$ cat config.mk
export PLATFORM = sky130hd
export DESIGN_NAME = ram_dc
export DESIGN_NICKNAME = d
export VERILOG_FILES = /design/src/rtl/ram_dc_pkg.sv /design/src/rtl/ram_dc.sv
export SDC_FILE = /design/constraint.sdc
export NUM_CORES = 1
export LEC_CHECK = 0
export ABC_CLOCK_PERIOD_IN_PS = 6040
export BUFFER_PORTS_ARGS = -buffer_cell sky130_fd_sc_hd__buf_2
export CAP_MARGIN = 25
export CORE_MARGIN = 1
export CORE_UTILIZATION = 50
export DETAILED_ROUTE_END_ITERATION = 8
export PLACE_DENSITY = 0.77
export SLEW_MARGIN = 20
export SYNTH_ARGS = -nofsm -noshare
export SYNTH_HDL_FRONTEND = slang
export SYNTH_SLANG_ARGS = --single-unit
export TNS_END_PERCENT = 1
$ cat constraint.sdc
create_clock -name clk -period 6.04 [get_ports clk]
set_clock_uncertainty 0.05 [all_clocks]
set_input_delay 0 -clock clk [delete_from_list [all_inputs] [get_ports clk]]
set_output_delay 0 -clock clk [all_outputs]
set_load 0.02 [all_outputs]
$ cat src/rtl/ram_dc_pkg.sv
// ram_dc_pkg -- shared constants for the ram_dc dual-port RAM.
//
// Contents:
//   DATAWIDTH_DEF : default word width in bits
//   ADDRWIDTH_DEF : default address width in bits
//   DEPTH_DEF     : default depth in words, derived from ADDRWIDTH_DEF
//   depth_of()    : helper that returns the depth for any address width
package ram_dc_pkg;

  localparam int DATAWIDTH_DEF = 18;
  localparam int ADDRWIDTH_DEF = 5;
  localparam int DEPTH_DEF     = 2 ** ADDRWIDTH_DEF;

  function automatic int depth_of(input int addr_width);
    return 2 ** addr_width;
  endfunction

endpackage

$ cat src/rtl/ram_dc.sv
// ram_dc -- simple dual-port RAM with one clock and a registered read port.
//
// There is one write port and one read port. Both are sampled on the rising
// edge of clk. The read data shows up one cycle after the read address is
// sampled. The storage array is written only inside a clocked process, so
// synthesis can map it to block RAM in read-first mode.
//
// Handshake: none. The block accepts a write and a read on every cycle and
// never stalls. It has no valid, ready or busy signals.
//
// Reset (synchronous, active-high): rd_data is cleared and writes are
// blocked. The memory contents are kept, so data written before reset can
// still be read after it.
//
// Build option:
//   RAM_DC_BYPASS_EN -- when defined, a write and a read to the same address
//                       on the same edge return the new data (write-first).
//                       When not defined, the read returns the old contents
//                       (read-first), and no address comparator or bypass
//                       mux is built.
//
// Ports:
//   clk     in   1          clock for both ports
//   reset   in   1          synchronous active-high reset
//   wr_addr in   ADDRWIDTH  write address
//   wr_data in   DATAWIDTH  write data
//   we      in   1          write enable
//   rd_addr in   ADDRWIDTH  read address, sampled every cycle
//   rd_data out  DATAWIDTH  registered read data
module ram_dc
  import ram_dc_pkg::*;
#(
  parameter int DATAWIDTH = DATAWIDTH_DEF,
  parameter int ADDRWIDTH = ADDRWIDTH_DEF
) (
  input  logic                 clk,
  input  logic                 reset,
  input  logic [ADDRWIDTH-1:0] wr_addr,
  input  logic [DATAWIDTH-1:0] wr_data,
  input  logic                 we,
  input  logic [ADDRWIDTH-1:0] rd_addr,
  output logic [DATAWIDTH-1:0] rd_data
);

  localparam int DEPTH = depth_of(ADDRWIDTH);

  logic [DATAWIDTH-1:0] mem_q [DEPTH];
  logic [DATAWIDTH-1:0] rd_data_d;
  logic [DATAWIDTH-1:0] rd_data_q;
  logic                 wr_en;

  // Writes are blocked while reset is high. The memory itself is never
  // cleared.
  assign wr_en = we & ~reset;

  // The address has exactly ADDRWIDTH bits, so every value indexes a real
  // word. A caller's addr+1 wraps from all-ones back to 0 on its own.
  always_ff @(posedge clk) begin
    if (wr_en) begin
      mem_q[wr_addr] <= wr_data;
    end
  end

  always_comb begin
    rd_data_d = mem_q[rd_addr];
`ifdef RAM_DC_BYPASS_EN
    // Write-first: data being written to the address we are reading goes
    // straight to the output.
    if (wr_en && (wr_addr == rd_addr)) begin
      rd_data_d = wr_data;
    end
`endif
  end

  always_ff @(posedge clk) begin
    if (reset) begin
      rd_data_q <= '0;
    end else begin
      rd_data_q <= rd_data_d;
    end
  end

  assign rd_data = rd_data_q;

endmodule

==> results.ini <==
[cts]
root_buffer = clkbuf_16
clockBufferDepth = 3
cts_tree = yes
cts_setup_buffers = 0
post_cts_resized = 0
cts_max_level = 2
clkTransAtPathRegs_ns = 0.07
cts_made_buffers = 53
worstSkewPairLatency_ns = 0.58
cts.sinks = 594

[critical_path]
worstPathRequired_ns = 6.41
crit_chain = clkbuf_8 -> buf_4 -> mux4_2 -> o21ai_0 -> a31oi_1
worstPathArrival_ns = 2.61
worstSetupEndpointType = flop
cpMaxStageDelayCell = buf_4
worst-path-buf-inv = 2
worstPathMaxFanout = 68
max_stage_delay_ns = 0.68
crit_family = buffers and inverters
critPathKind = in2reg
cp-start-kind = primary input

[cells_and_area]
diodes = 0
layout.nets = 1133
fill_cells = 3134
area_delta_synth_final_pct = 12.63
drive_gt1_share_pct = 27.20
fin_cells = 1739

[route]
route.antenna.remaining_nets = 0
detailedRoute.firstPassIterationCount = 5
post_drt_wl_per_cell_um = 29.30
drt_iter0_drc = 1215
drt_wl_total_mm = 50.96
vias = 10850
routed_via_density = 6.236
post-route-drc-count = 0

[die]
rows = 77
start_util_pct = 51.12
core-area_um2 = 44510
die_w_um = 215.3
die_area_um2 = 46360
die_y_um = 215.3
io_pins = 49

[timing]
tns_ns = 0
slew_violations = 0
finalCriticalPeriod_ns = 2.240
finalSetupViolations = 0
hold_viol = 0
max_freq_mhz = 446.5
tightest_slew_ns = 1.065
holdWs_ns = 0.02693
period_share_pct = 37.08
slew_headroom_pct = 28.67
fin_ws_ns = 3.800
rsz0062_at_grt = no

[power_and_ir_drop]
finalPower_mw = 8.367
comb_power_share_pct = 4.7
switching_share_pct = 20.14
powerDensity_nw_per_um2 = 326.5
p_leak_nw = 8.288
max-vdd-ir-drop_uv = 311.6
intPower_mw = 6.682
seqPwrFrac_pct = 54.7
p_clk_share_pct = 40.6
p_sw_mw = 1.685

[yosys]
netlist_area_um2 = 22750
synth_top_cell_by_area = edfxtp_1
yosysWarningCount = 0
post_synth_main_area_contributors = edfxtp_1 (76%), mux4_2 (10%), mux2i_1 (3.2%)
synth_edf_count = 576
muxShareOfSynthArea_pct = 16.02
ys_async_sr_fraction_pct = 0
synth_seq_cells = 594
synthSimpleGateAreaFrac_pct = 1.298
syn_inst = 996
synth_top_area_share_pct = 76.02
synthXorXnorAreaFrac_pct = 0
synth.distinct_cells = 34
syn_area_per_cell_um2 = 22.84
seq_area_frac_synth_pct = 77.60
synth_top_family_by_area = multiplexers
syn_nets = 1027
yosys_most_used_dff = edfxtp_1
synth-compound-area-share_pct = 2.925
synthAdderAreaFrac_pct = 0

[grt]
overflow = 0
groute.usage.overall_pct = 22.42
antenna_found_initial = 0
grt_pass1_vias = 11310
grt_max_degree = 112
grt_pass1_wl_mm = 74.67

[placed_design]
dp_hpwl_mm = 27.77
place_congestion = 0.7454
dpl.cell_count = 1620
dp_slack_ns = 3.139
portBuffers = 48

[outcome]
status = complete, no violations

[run]
drv_cap = 0

[hold_path]
hp-class = in2reg

==> worst min-delay path, cell delays in order <==
cell	delay, ns
buf_2	0.14
or3b_2	0.20
nor2_2	0.12
==> kinds of logic after synthesis <==
logic type      Yosys count
flops                   594
mux                     198
compound gates           88
simple gates             59
buf+inv                  57
==> power groups by stage <==
stage	clock [mW]	combinational (mW)	sequential, mW
finish	3.40	0.397	4.57
global route	3.58	0.421	4.57
CTS	3.44	0.401	4.58
detailed placement	0	0.389	4.66
global placement	0	0.378	4.66
floorplan	0	0.233	4.66
==> cells in the mapped netlist (2+ instances only) <==
master	n
a221oi_1	16
a31oi_1	18
mux4_2	103
o21ai_0	13
a221o_1	18
buf_6	10
mux4_1	23
nor2b_1	2
nand2_1	6
a22oi_1	18
buf_1	2
nor2_1	37
or3_1	2
clkbuf_8	2
buf_2	11
mux2i_1	72
buf_12	8
or3b_2	3
buf_4	5
dfxtp_1	18
nand3b_1	3
o2111ai_1	2
edfxtp_1	576
o21ai_1	3
clkbuf_1	16
==> timing repair <==
item / in CTS / in global routing
endpoints found under the hold margin: 593 / 0
hold buffers: 19 / 0
endpoints found under the setup margin: 0 / 0
==> state kept, by name (all words and copies together), names as in the netlist <==
signal   count
rd_data     18
mem_q      576
==> placed cells by master (no fill, tap or decap), types with 16 or more instances in the layout <==
cell type and count:
clkbuf_16 55, mux4_1 23, clkbuf_1 16, dlygate4sd3_1 19, buf_2 46, mux4_2 103, buf_4 39, mux2i_1 72
a31oi_1 18, dfxtp_1 18, nor2_2 32, edfxtp_1 576, a221o_1 18, a221oi_1 16, a22oi_1 18
==> path summary, 6_finish.rpt <==
check / slack, ns / cells after the start / endpoint / start
setup / recovery: 3.80 / 5 / rd_data[11] / rd_addr[0]
hold / removal: 0.03 / 3 / mem_q[10][8] / wr_addr[2]
setup reg to reg: 4.01 / 3 / rd_data[5] / mem_q[23][5]
hold reg to reg: 0.72 / 3 / rd_data[6] / mem_q[30][6]
==> metal layers <==
metal | wire, µm | track usage, %
met1 | 18760 | 29.39
met2 | 25170 | 36.68
met3 | 4527 | 3.836
met4 | 2498 | 10.87
met5 | 0 | 0
==> stage by stage <==
stage                     util (%)  instance area [µm²]
after floorplan                  -                22750
after global placement       53.15                23660
after detailed placement     53.15                23660
after CTS                    57.58                25630
after global routing         57.58                25630
final                        57.58                25630
==> area by class of cell <==
class | instances | area (µm²) | share of cell area, %
clock inverter | 18 | 191.4 | 0.7470
clock buffer | 82 | 1588 | 6.196
tap | 592 | 740.7 | 2.890
timing repair buffer | 107 | 758.2 | 2.959
sequential | 594 | 17660 | 68.90
inverter | 1 | 3.754 | 0.01465
multi-input combinational | 345 | 4688 | 18.29
Note: power is estimated with default switching activity, not from simulation.
